File: src/rtl/sobel_pkg.sv
// Shared types and default geometry for the Sobel window controller slice.
package sobel_pkg;
  localparam int DEF_IMG_W = 8;
  localparam int DEF_IMG_H = 8;
  localparam int DEF_PIX_W = 4;
  localparam int GX_W      = DEF_PIX_W + 3;

  typedef logic [DEF_PIX_W-1:0] pix_t;

  typedef enum logic [1:0] {IDLE, RUN, DRAIN, DONE} state_t;
endpackage

File: src/rtl/sobel_line_buf.sv
// One-row delay line: DEPTH-stage shift register advanced only on accepted pixels.
module sobel_line_buf
  import sobel_pkg::*;
#(
  parameter int DEPTH = DEF_IMG_W,
  parameter int W     = DEF_PIX_W
) (
  input  logic         Clk,
  input  logic         clr,
  input  logic         shift_en,
  input  logic [W-1:0] din,
  output logic [W-1:0] dout
);

  logic [W-1:0] mem [DEPTH];

  always_ff @(posedge Clk) begin
    if (clr) begin
      for (int i = 0; i < DEPTH; i++) mem[i] <= '0;
    end else if (shift_en) begin
      mem[0] <= din;
      for (int i = 1; i < DEPTH; i++) mem[i] <= mem[i-1];
    end
  end

  assign dout = mem[DEPTH-1];

endmodule

File: src/rtl/sobel_window_ctrl.sv
// Raster-to-3x3 window sequencer feeding the Gx stage; optional GX_SUM_EN adds a combinational Gx sum.
module sobel_window_ctrl
  import sobel_pkg::*;
#(
  parameter int IMG_W = DEF_IMG_W,
  parameter int IMG_H = DEF_IMG_H,
  parameter int PIX_W = DEF_PIX_W
) (
  input  logic                     Clk,
  input  logic                     Rst,
  input  logic                     start,
  input  logic [PIX_W-1:0]         pix_in,
  input  logic                     pix_in_valid,
  output logic                     pix_in_ready,
  input  logic                     out_ready,
  output logic                     win_valid,
  output logic [PIX_W-1:0]         p1,
  output logic [PIX_W-1:0]         p3,
  output logic [PIX_W-1:0]         p4,
  output logic [PIX_W-1:0]         p6,
  output logic [PIX_W-1:0]         p7,
  output logic [PIX_W-1:0]         p9,
  output logic                     gx_enable,
  output logic [$clog2(IMG_H)-1:0] row_idx,
  output logic [$clog2(IMG_W)-1:0] col_idx,
  output logic                     busy,
  output logic                     done
`ifdef GX_SUM_EN
  ,
  output logic signed [PIX_W+2:0]  gx_sum
`endif
);

  localparam int RW = $clog2(IMG_H);
  localparam int CW = $clog2(IMG_W);

  state_t           state;
  logic [RW-1:0]    in_row;
  logic [CW-1:0]    in_col;
  logic [PIX_W-1:0] win [3][3];
  logic [PIX_W-1:0] lb1_out, lb2_out;
  logic             accept, last_pix, lb_clr, col_wrap;

  assign pix_in_ready = (state == RUN) && (!win_valid || out_ready);
  assign accept       = pix_in_valid && pix_in_ready;
  assign gx_enable    = win_valid && out_ready;
  assign col_wrap     = (in_col == CW'(IMG_W-1));
  assign last_pix     = col_wrap && (in_row == RW'(IMG_H-1));
  assign lb_clr       = Rst || ((state == IDLE) && start);

  sobel_line_buf #(.DEPTH(IMG_W), .W(PIX_W)) u_lb1 (
    .Clk(Clk), .clr(lb_clr), .shift_en(accept), .din(pix_in), .dout(lb1_out)
  );

  sobel_line_buf #(.DEPTH(IMG_W), .W(PIX_W)) u_lb2 (
    .Clk(Clk), .clr(lb_clr), .shift_en(accept), .din(lb1_out), .dout(lb2_out)
  );

  // Window rows are top/mid/bottom; column 2 always holds the newest pixel column.
  always_ff @(posedge Clk) begin
    if (Rst) begin
      state     <= IDLE;
      busy      <= 1'b0;
      done      <= 1'b0;
      win_valid <= 1'b0;
      in_row    <= '0;
      in_col    <= '0;
      row_idx   <= '0;
      col_idx   <= '0;
      for (int r = 0; r < 3; r++)
        for (int c = 0; c < 3; c++) win[r][c] <= '0;
    end else begin
      done <= 1'b0;
      if (accept) begin
        for (int r = 0; r < 3; r++) begin
          win[r][0] <= win[r][1];
          win[r][1] <= win[r][2];
        end
        win[0][2] <= lb2_out;
        win[1][2] <= lb1_out;
        win[2][2] <= pix_in;
        win_valid <= (in_row >= RW'(2)) && (in_col >= CW'(2));
        if ((in_row >= RW'(2)) && (in_col >= CW'(2))) begin
          row_idx <= in_row - RW'(1);
          col_idx <= in_col - CW'(1);
        end
        if (col_wrap) begin
          in_col <= '0;
          in_row <= (in_row == RW'(IMG_H-1)) ? '0 : in_row + RW'(1);
        end else begin
          in_col <= in_col + CW'(1);
        end
      end else if (out_ready) begin
        win_valid <= 1'b0;
      end

      case (state)
        IDLE:  if (start) begin
                 state <= RUN;
                 busy  <= 1'b1;
               end
        RUN:   if (accept && last_pix) state <= DRAIN;
        DRAIN: if (!win_valid || out_ready) begin
                 state <= DONE;
                 done  <= 1'b1;
                 busy  <= 1'b0;
               end
        DONE:  state <= IDLE;
        default: state <= IDLE;
      endcase
    end
  end

  assign p1 = win[0][0];
  assign p3 = win[0][2];
  assign p4 = win[1][0];
  assign p6 = win[1][2];
  assign p7 = win[2][0];
  assign p9 = win[2][2];

`ifdef GX_SUM_EN
  function automatic logic signed [PIX_W+2:0] zext(input logic [PIX_W-1:0] v);
    return $signed({3'b000, v});
  endfunction

  assign gx_sum = zext(p1) - zext(p3) + (zext(p4) <<< 1) - (zext(p6) <<< 1)
                + zext(p7) - zext(p9);
`endif

endmodule
File: config.mk
export PLATFORM = sky130hd
export DESIGN_NAME = sobel_window_ctrl
export DESIGN_NICKNAME = d
export VERILOG_FILES = /design/src/rtl/sobel_pkg.sv /design/src/rtl/sobel_line_buf.sv /design/src/rtl/sobel_window_ctrl.sv
export SDC_FILE = /design/constraint.sdc
export NUM_CORES = 1
export LEC_CHECK = 0
export CAP_MARGIN = 20
export CORE_ASPECT_RATIO = 1.1
export CORE_MARGIN = 10
export CORE_UTILIZATION = 71
export CTS_BUF_LIST = sky130_fd_sc_hd__clkbuf_2
export CTS_CLUSTER_DIAMETER = 30
export DETAILED_ROUTE_END_ITERATION = 12
export DONT_BUFFER_PORTS = 1
export PLACE_DENSITY = 0.9
export SYNTH_ARGS = -nofsm -noshare
export SYNTH_HDL_FRONTEND = slang
export SYNTH_HIERARCHICAL = 1
export SYNTH_SLANG_ARGS = --single-unit
File: constraint.sdc
create_clock -name Clk -period 3.9 [get_ports Clk]
set_input_delay 0.78 -clock Clk [delete_from_list [all_inputs] [get_ports Clk]]
set_output_delay 0.78 -clock Clk [all_outputs]
set_load 0.05 [all_outputs]
== Word-level counts from Yosys, hierarchy flattened ==
Memory sizes are Yosys's and may differ from the RTL's.
Index checks and enable logic that the tools add are counted.

* Order comparisons: 2
* Add/sub/neg operators: 4
* Multiplexer cells: 46
* Bitwise logic cells: 26
* Eq/ne operators: 8
* Reductions and logical operators: 18

{| class="wikitable"
|+ Operators by type and width
! operator !! count
|-
| 4-bit two-way mux || 25
|-
| 1-bit OR || 25
|-
| 1-bit two-way mux || 14
|-
| 2-bit case mux with 4 select lines || 1
|-
| 1-bit logical AND || 7
|-
| 3-bit by 1-bit adder with 3-bit output (second input constant) || 2
|-
| 3-bit == test (second input constant) || 2
|-
| 3-bit by 2-bit >= comparator with 1-bit output (second input constant) || 2
|-
| 2-bit two-way mux || 3
|-
| 3-bit two-way mux || 2
|-
| 3-bit AND reduction || 2
|-
| 3-bit by 1-bit subtractor with 3-bit output (second input constant) || 2
|-
| 2-bit == test (second input constant) || 2
|-
| 2-bit != test (second input constant) || 2
|-
| 2-bit AND reduction || 2
|-
| 2-bit nonzero test || 2
|-
| 2-bit by 1-bit == test with 1-bit output (second input constant) || 1
|-
| 2-bit zero test || 1
|-
| 1-bit logical OR || 2
|-
| 2-bit by 1-bit != test with 1-bit output (second input constant) || 1
|-
| 1-bit case mux with 2 select lines || 1
|-
| 2-bit OR reduction || 1
|-
| 1-bit zero test || 1
|-
| 1-bit NOT || 1
|}

* Memories: 3
* Memory bits (writable): 100
* Output and inout port bits: 35
* Flip-flop bits (word level): 17
* Input bits: 9

{| class="wikitable"
|+ Memory list
! memory !! words !! bits a word !! read ports !! clocked after Yosys merged registers in !! write ports !! line !! RTL
|-
| win || 3 || 12 || 3 || 0 || 3 || sobel_window_ctrl.sv:40 || <nowiki>logic [PIX_W-1:0] win [3][3];</nowiki>
|-
| u_lb1.mem || 8 || 4 || 8 || 0 || 8 || sobel_line_buf.sv:15 || <nowiki>logic [W-1:0] mem [DEPTH];</nowiki>
|-
| u_lb2.mem || 8 || 4 || 8 || 0 || 8 || sobel_line_buf.sv:15 ||
|}

== Depth between registers and ports, before layout ==
Gate-level depths: netlist of run 1.

* Depth in word-level cells: 8
* Gate-level depth with buffers: 6
* Mapped depth without buffers: 6

== Hierarchy ==
Netlist of run 1, hierarchy kept.

{| class="wikitable"
|+ Modules (own cells, without submodules)
! module !! cells an instance !! area each (µm²) !! seq. area each (µm²) !! instances
|-
| sobel_line_buf || 74 || 1285.0 || 960.9 || 2
|-
| sobel_window_ctrl || 194 || 2403.6 || 1421.4 || 1
|}

== Least setup slack after synthesis of run 1 ==
OpenSTA, ideal clock, no wires.

* Kind: in2reg
* Start point: in out_ready
* End point: mem win[0][0] in the netlist's numbering, enable pin
* Path slack: 1637 ps
* Arrival: 1869 ps
* Data required time: 3506 ps
* Cell stages on the path: 3
* Setup time: 394 ps
* Path through: nand2b_4 -> nand3_4 -> nand2_1

{| class="wikitable"
|+ RTL lines
! element !! line !! RTL
|-
| start, declared || sobel_window_ctrl.sv:15 || <nowiki>input logic out_ready,</nowiki>
|-
| end, declared || sobel_window_ctrl.sv:40 ||
|}

== Worst setup path after layout of run 1 ==
* Start point: reg state[1]
* End point: out pix_in_ready

* Longest elaborated chain between the ends: 2

{| class="wikitable"
|+ RTL lines
! element !! line !! RTL
|-
| start, declared || sobel_window_ctrl.sv:37 || <nowiki>state_t state;</nowiki>
|-
| start signal, assigned || sobel_window_ctrl.sv:62 || <nowiki>state <= IDLE;</nowiki>
|-
| start signal, assigned || sobel_window_ctrl.sv:99 || <nowiki>state <= RUN;</nowiki>
|-
| start signal, assigned || sobel_window_ctrl.sv:102 || <nowiki>RUN: if (accept && last_pix) state <= DRAIN;</nowiki>
|-
| 2-bit by 1-bit == test with 1-bit output || sobel_window_ctrl.sv:44 || <nowiki>assign pix_in_ready = (state == RUN) && (!win_valid || out_ready);</nowiki>
|-
| 1-bit logical AND || sobel_window_ctrl.sv:44 ||
|-
| end, declared || sobel_window_ctrl.sv:14 || <nowiki>output logic pix_in_ready,</nowiki>
|}

No other way between the ends.

==> key figures, run 1 <==
Run status
  • Status: completed

Routing
  • Total Wirelength: between 7 and 8 mm
  • DR vias/cell: around 5.8
  • Via count: roughly 2,400
  • DR iter-0 viols: between 200 and 250
  • Router iterations before antenna repair: 4
  • Post-route DRC: 0
  • DRT antenna net count: 0
  • Post-DR wirelength/cell: approximately 19 µm

Die
  • Die H: about 110 µm
  • Core area: 6710 µm²
  • Placement row count: 31
  • Die Wd: 99.8 µm
  • Starting Density: between 70% and 80%
  • Die ar.: approximately 11,000 µm²
  • Io pins: between 40 and 50

Global routing
  • Initial antenna violation count: 0
  • First-pass GRT wire length: between 10 and 15 mm
  • Largest net degree at the start of global routing: 48
  • Vias in the first global route: about 2,300
  • GRT Total Usage: about 15%
  • Global route overflow: 0

Clocking
  • Total number of clock tree sinks: 117
  • # Post-CTS Setup Buffers: 0
  • Worst-path clk slew: ~0.19 ns
  • Number of buffers created by CTS: 17
  • CTS Root Cell: clkbuf_2
  • CTS resizes: 0
  • CTS tree: done
  • CTS max path bufs: 2
  • Hold_buf cts: 0
  • Max H-tree Level: 4
  • Worst skew pair latency: 0.68 ns

Min path
  • Hold path startpoint: Rst
  • Hold Path Class: primary input to flop
  • Hold Path Stages: 1
  • Endpoint, Worst Hold: col_idx[0]$_SDFFE_PP0P_

Logic synthesis
  • Sequential cell area fraction in the yosys report: 67.2%
  • Post-synth EDFFs: 100
  • FF+latch count, synth: approximately 120
  • Post-Syn Area: slightly below 5000 µm²
  • Mapped Avg Cell Area: 14.5 µm²
  • Cells after Synth: about 340
  • Mapped Nets: roughly 360
  • Syn. warnings: 6
  • Ranking of synthesized cells by area: edfxtp_1 (60%), and3b_1 (8.5%), dfxtp_1 (6.8%), buf_4 (5.0%), and2_1 (4.8%)
  • Synth cell types: 30
  • Post-synth top area share: 60.4%
  • Asr flop ratio synth: 0%
  • Primary FF master, synth: edfxtp_1
  • Cell taking the most area after synthesis: edfxtp_1

Cells and area
  • Seq. cell area: roughly 3300 µm²
  • Final #Nets: 337
  • Layout area overhead: 0.931%
  • Fraction of layout cells with a size suffix above 1: about 14%
  • Post-layout util: approximately three quarters
  • Area of the multi-input gates: ~1300 µm²
  • # diodes: 0
  • # fillers: 368

Worst setup path
  • Worst r2r path cells: 5
  • Slowest CP cell: and2_1
  • Reg-to-Reg Start: state[1]$_SDFFE_PP0P_
  • Delay-heaviest family, CP: simple AND/OR/NAND/NOR gates
  • Worst Setup End Kind: output pin
  • Startpoint types: flop
  • Worst path buffer plus inverter count: 1
  • RR Endpoint: u_lb1/mem[0][13]$_SDFFCE_PN0P_
  • CP Cell Sequence: inv_1 > ha_1 > and2_1
  • CP required: 3.12 ns
  • Max incr delay on CP: ~0.5 ns
  • Setup slack, reg-to-reg: ~1.6 ns
  • Crit path max fanout: 6
  • Setup CP Type: flop to output pin
  • Arrival @ worst endpoint: 1.96 ns

Timing
  • Worst slew pin tran: about 0.75 ns
  • Highest Clock Rate: around 370 MHz
  • Relative max-transition margin: between 40% and 50%
  • Worst Skew: between 0.02 and 0.03 ns
  • Setup TNS: 0 ns
  • Max-slew violations: 0
  • Final-report hold violation count: 0
  • Unrepaired setup endpoints after global routing: false
  • Final min period: 2.74 ns
  • Final period utilization: 70.2%
  • Setup violations, final: 0

Power and ir drop
  • Pwr Density: about 620 nW/µm²
  • P_leak: between 0.002 and 0.0025 µW
  • Maximum VDD drop: around 0.34 mV

Place
  • GP Congestion: ~0.77
  • PortBufs: 0
  • Hpwl dp: slightly below 5 mm

Job
  • MaxCap Viol Count: 0
-- stage by stage --
stage               cell area [µm²]  worst slack, ns  cells  total power [µW]  hold slack [ns]
global placement               4790             1.55    380              2370            0.465
floorplan                      4970             1.64    342              2380            0.451
detailed placement             4790             1.45    380              2420            0.484
finish                         5020             1.16    412              3130            0.152
global route                   5020             1.03    412              3290           0.0743
CTS                            5020             1.11    412              3160            0.109
-- state kept, by name, indices dropped and copies added (netlist names) --
register   count
done           1
win           36
win_valid      1
col_idx        3
busy           1
u_lb2/mem     32
state          2
row_idx        3
u_lb1/mem     32
in_row         3
in_col         3
-- power by group --
group / internal [µW] / total [µW] / leakage [µW] / switching [µW]
clock: 245 / 751 / 0.000131 / 505
combinational: 136 / 410 / 0.000837 / 275
sequential: 1700 / 1970 / 0.00122 / 270
total: 2080 / 3130 / 0.00218 / 1050
-- cell usage after synthesis, drive strengths merged (8+ instances only) --
cell type / count
edfxtp: 100
dfxtp: 17
ha: 11
a21oi: 8
and2: 38
nand2: 10
nor2b: 14
buf: 43
mux2i: 8
nor2: 8
inv: 8
and3b: 48
-- worst max-delay path by stage --
stage / start / end / slack (ns) / cells after the start
after global routing: state[1]$_SDFFE_PP0P_ / pix_in_ready / 1.03 / 3
after floorplan: out_ready / win[0][0]$_SDFFCE_PN0P_ / 1.64 / 3
after detailed placement: out_ready / u_lb2/mem[0][31]$_SDFFCE_PP0P_ / 1.45 / 4
after CTS: state[1]$_SDFFE_PP0P_ / pix_in_ready / 1.11 / 3
final: state[1]$_SDFFE_PP0P_ / pix_in_ready / 1.16 / 3
after global placement: out_ready / u_lb2/mem[0][31]$_SDFFCE_PP0P_ / 1.55 / 4
-- cells by family after synthesis --
| group | count (synthesis) | synth area share, % |
|---|---|---|
| compound gates | 13 | 1.74 |
| xor+xnor | 2 | 0.352 |
| fa+ha+maj | 11 | 2.77 |
| buf+inv | 55 | 6.89 |
| flops | 117 | 67.2 |
| mux | 8 | 1.61 |
| simple gates | 136 | 19.4 |
-- per-layer routing --
metal  part of all wire (%)  global-route usage, %
met3                    6.1                   5.84
met2                     50                   23.4
met1                     42                   17.7
met5                      0                      0
met4                    1.2                   6.76
-- placed cells by master (no fill, tap or decap), types with 3 or more instances in the layout --
master      count
dfxtp_1        17
edfxtp_1      100
clkinvlp_4      4
buf_4           3
a21oi_1         8
and2_1         38
clkbuf_2       17
inv_6           3
ha_1           11
mux2i_1         8
and3b_1        48
nor2_1          7
and2b_1         4
nor2b_1        14
or2_2           5
inv_1           8
nand2_1        10
clkinv_4        4
-- final cells by class --
type / count / share of cell area, %
Tap cell: 82 / 2.04
Timing Repair Buffer: 3 / 0.449
Clock inverter: 15 / 2.97
Inverter: 8 / 0.598
Multi-Input combinational cell: 170 / 25.6
Sequential cell: 117 / 66.6
Clock buffer: 17 / 1.69
No activity file was read; power rests on OpenSTA's default activity.
==> run 2, diff against run 1 <==
CORE_UTILIZATION = 66   (was 71)
PLACE_DENSITY = 0.85   (was 0.9)
clock period = 2.7 ns   (was 3.9 ns; I/O delays follow)
==> run 2 against run 1 <==
  * Global-route usage shrank 2.2 points
  * Combinational power grew 45%
  * Sequential share of layout area shrank 0.80 points
  * Largest cell class unchanged
  * Total power grew 47%
  * Register-to-register slack lost 1.4 ns
  * First-iteration DRC count shrank 2.8%
  * Clock power grew 58%
  * Critical path type is now flop to flop
  * Largest power group unchanged
  * Non-clock buffer count grew 3
  * Routed wire length shrank 9.2%
  * Sequential power grew 44%
==> key figures, run 2 (synthesis results as in run 1) <==
Routing
  • Post-route DRC: 0
  • Router iterations before antenna repair: 4
  • Total Wirelength: just under 7 mm
  • Post-DR wirelength/cell: ~16 µm
  • Via count: around 2,300
  • DRT antenna net count: 0
  • DR iter-0 viols: about 210
  • DR vias/cell: around 5.6

Power and ir drop
  • Flop pwr share: between 60% and 70%
  • Power, Total: 4610 µW
  • Sw Ratio: roughly 31%
  • Maximum VDD drop: roughly 0.53 mV
  • P_sw: roughly 1400 µW
  • Comb pwr share: 12.9%
  • Internal: ~3200 µW
  • P_leak: approximately 0.0022 µW
  • Clk pwr share: approximately 26%
  • Pwr Density: just over 900 nW/µm²

Place
  • Placed Area: a little under 5000 µm²
  • GP Congestion: between 0.7 and 0.8
  • Dpl ws: around 0.24 ns
  • PortBufs: 0
  • Hpwl dp: roughly 4.4 mm

Timing
  • Setup violations, final: 0
  • Setup TNS: 0 ns
  • Final setup margin: between 0.2 and 0.25 ns
  • Unrepaired setup endpoints after global routing: true
  • Relative max-transition margin: 51.7%
  • Final-report hold violation count: 0
  • Highest Clock Rate: between 400 and 500 MHz
  • Worst Skew: approximately 0.025 ns
  • Final min period: between 2 and 2.5 ns
  • Final period utilization: 92.3%
  • Max-slew violations: 0
  • Worst slew pin tran: 0.724 ns

Clocking
  • Total number of clock tree sinks: 117
  • # Post-CTS Setup Buffers: 0
  • Worst-path clk slew: ~0.18 ns
  • CTS Root Cell: clkbuf_2
  • Max H-tree Level: 4
  • CTS tree: done
  • CTS max path bufs: 2
  • Worst skew pair latency: roughly 0.62 ns
  • Number of buffers created by CTS: 17

Worst setup path
  • Worst path buffer plus inverter count: 2
  • Max incr delay on CP: 0.69 ns
  • Slowest CP cell: or2_2
  • Arrival @ worst endpoint: 2.74 ns
  • Delay-heaviest family, CP: simple AND/OR/NAND/NOR gates
  • CP required: between 2 and 3 ns
  • Startpoint types: flop
  • Worst Setup End Kind: flop
  • Most used cell, CP: inv_1
  • Setup CP Type: flop to flop
  • Crit path max fanout: 32
  • CP Cell Sequence: inv_1 > ha_1 > nand3_4 > inv_1 > or2_2

Global routing
  • Vias in the first global route: 2,313
  • Largest net degree at the start of global routing: 46
  • First-pass GRT wire length: between 10 and 15 mm
  • Initial antenna violation count: 0
  • Global route overflow: 0
  • GRT Total Usage: about an eighth

Die
  • Starting Density: about two thirds
  • Core area: approximately 7400 µm²
  • Placement row count: 33
  • Die ar.: 11,400 µm²
  • Io pins: 44
  • Die H: between 100 and 150 µm
  • Die Wd: just over 100 µm

Cells and area
  • Fraction of layout cells with a size suffix above 1: between 10% and 20%
  • # fillers: 454
  • Layout area overhead: 2.16%
  • Layout Cell Area excl Fill: just over 5000 µm²
  • Final #Nets: 340
  • Max FFs per register: 36
  • Largest regs: win (36), u_lb1/mem (32), u_lb2/mem (32)
  • Seq. cell area: around 3300 µm²
  • Area of the multi-input gates: ~1300 µm²
  • # diodes: 0
  • Most common cell after layout, fill and taps aside: edfxtp_1
  • Top reg by flops: win
  • Commonest cells after routing, fill and taps aside: edfxtp_1 (100), and3b_1 (48), and2_1 (38), dfxtp_1 (17), clkbuf_2 (17)

Run status
  • Status: completed

Job
  • MaxCap Viol Count: 0

Min path
  • Hold Path Class: primary input to flop
## run 2: changes by cell type in the layout (fill, tap and decap cells not counted), sizes merged
cell	change
buf	+2
bufinv	+2
clkinv	+2
clkinvlp	-2
dlygate4sd3	+1
inv	-2
## run 2: final cells by class
cell class / instances / share of cell area (%)
clock buffers: 17 / 1.67
repair buffers: 6 / 0.936
well taps: 87 / 2.14
multi-input cells: 170 / 25.3
inverters: 8 / 0.591
flip-flops and latches: 117 / 65.8
clock inverters: 15 / 3.52
## run 2: what timing repair did
| action | 4_1_cts | 5_1_grt |
|---|---|---|
| resized for setup | 0 | 0 |
| setup endpoints to repair | 0 | 13 |
| hold buffers | 1 | 0 |
| endpoints found under the hold margin | 14 | 0 |
## run 2: power groups by stage
stage                     clock network (µW)  registers (µW)  logic [µW]
final                                   1190            2830         593
after global routing                    1300            2880         663
after CTS                               1220            2840         602
after detailed placement                   0            2880         594
after global placement                     0            2870         572
after floorplan                            0            2600         849
## run 2: per-stage QoR
| step | hold slack [ns] | std cells | utilization (%) |
|---|---|---|---|
| final | 0.102 | 420 | 68.7 |
| after floorplan | 0.451 | 342 | - |
| after detailed placement | 0.478 | 387 | 65.0 |
| after CTS | 0.0471 | 420 | 68.7 |
| after global routing | 0.0349 | 420 | 68.7 |
| after global placement | 0.465 | 387 | 65.0 |
## run 2: worst paths after layout
kind	from	endpoint	slack (ns)	cells after the start
max	state[1]$_SDFFE_PP0P_	u_lb1/mem[0][20]$_SDFFCE_PN0P_	0.21	5
min	pix_in[1]	win[0][25]$_SDFFCE_PN0P_	0.10	1
max reg2reg	state[1]$_SDFFE_PP0P_	u_lb1/mem[0][20]$_SDFFCE_PN0P_	0.21	5
min reg2reg	state[1]$_SDFFE_PP0P_	state[1]$_SDFFE_PP0P_	0.49	2
## run 2: routing by layer
layer	GRT usage, %	share of wire [%]	up-vias
li1	-	-	1140
met1	16.3	45	1145
met2	18.4	48	54
met3	5.05	5.5	8
met4	5.29	1.3	0
met5	0	0	-
## run 2: worst reg2reg max path: cells and delay by family (launching register included)
family | cells | cell delay [ns]
DFF | 1 | 0.36
buffers and inverters | 2 | 0.56
adders and majority gates | 1 | 0.33
and+or+nand+nor | 2 | 0.88
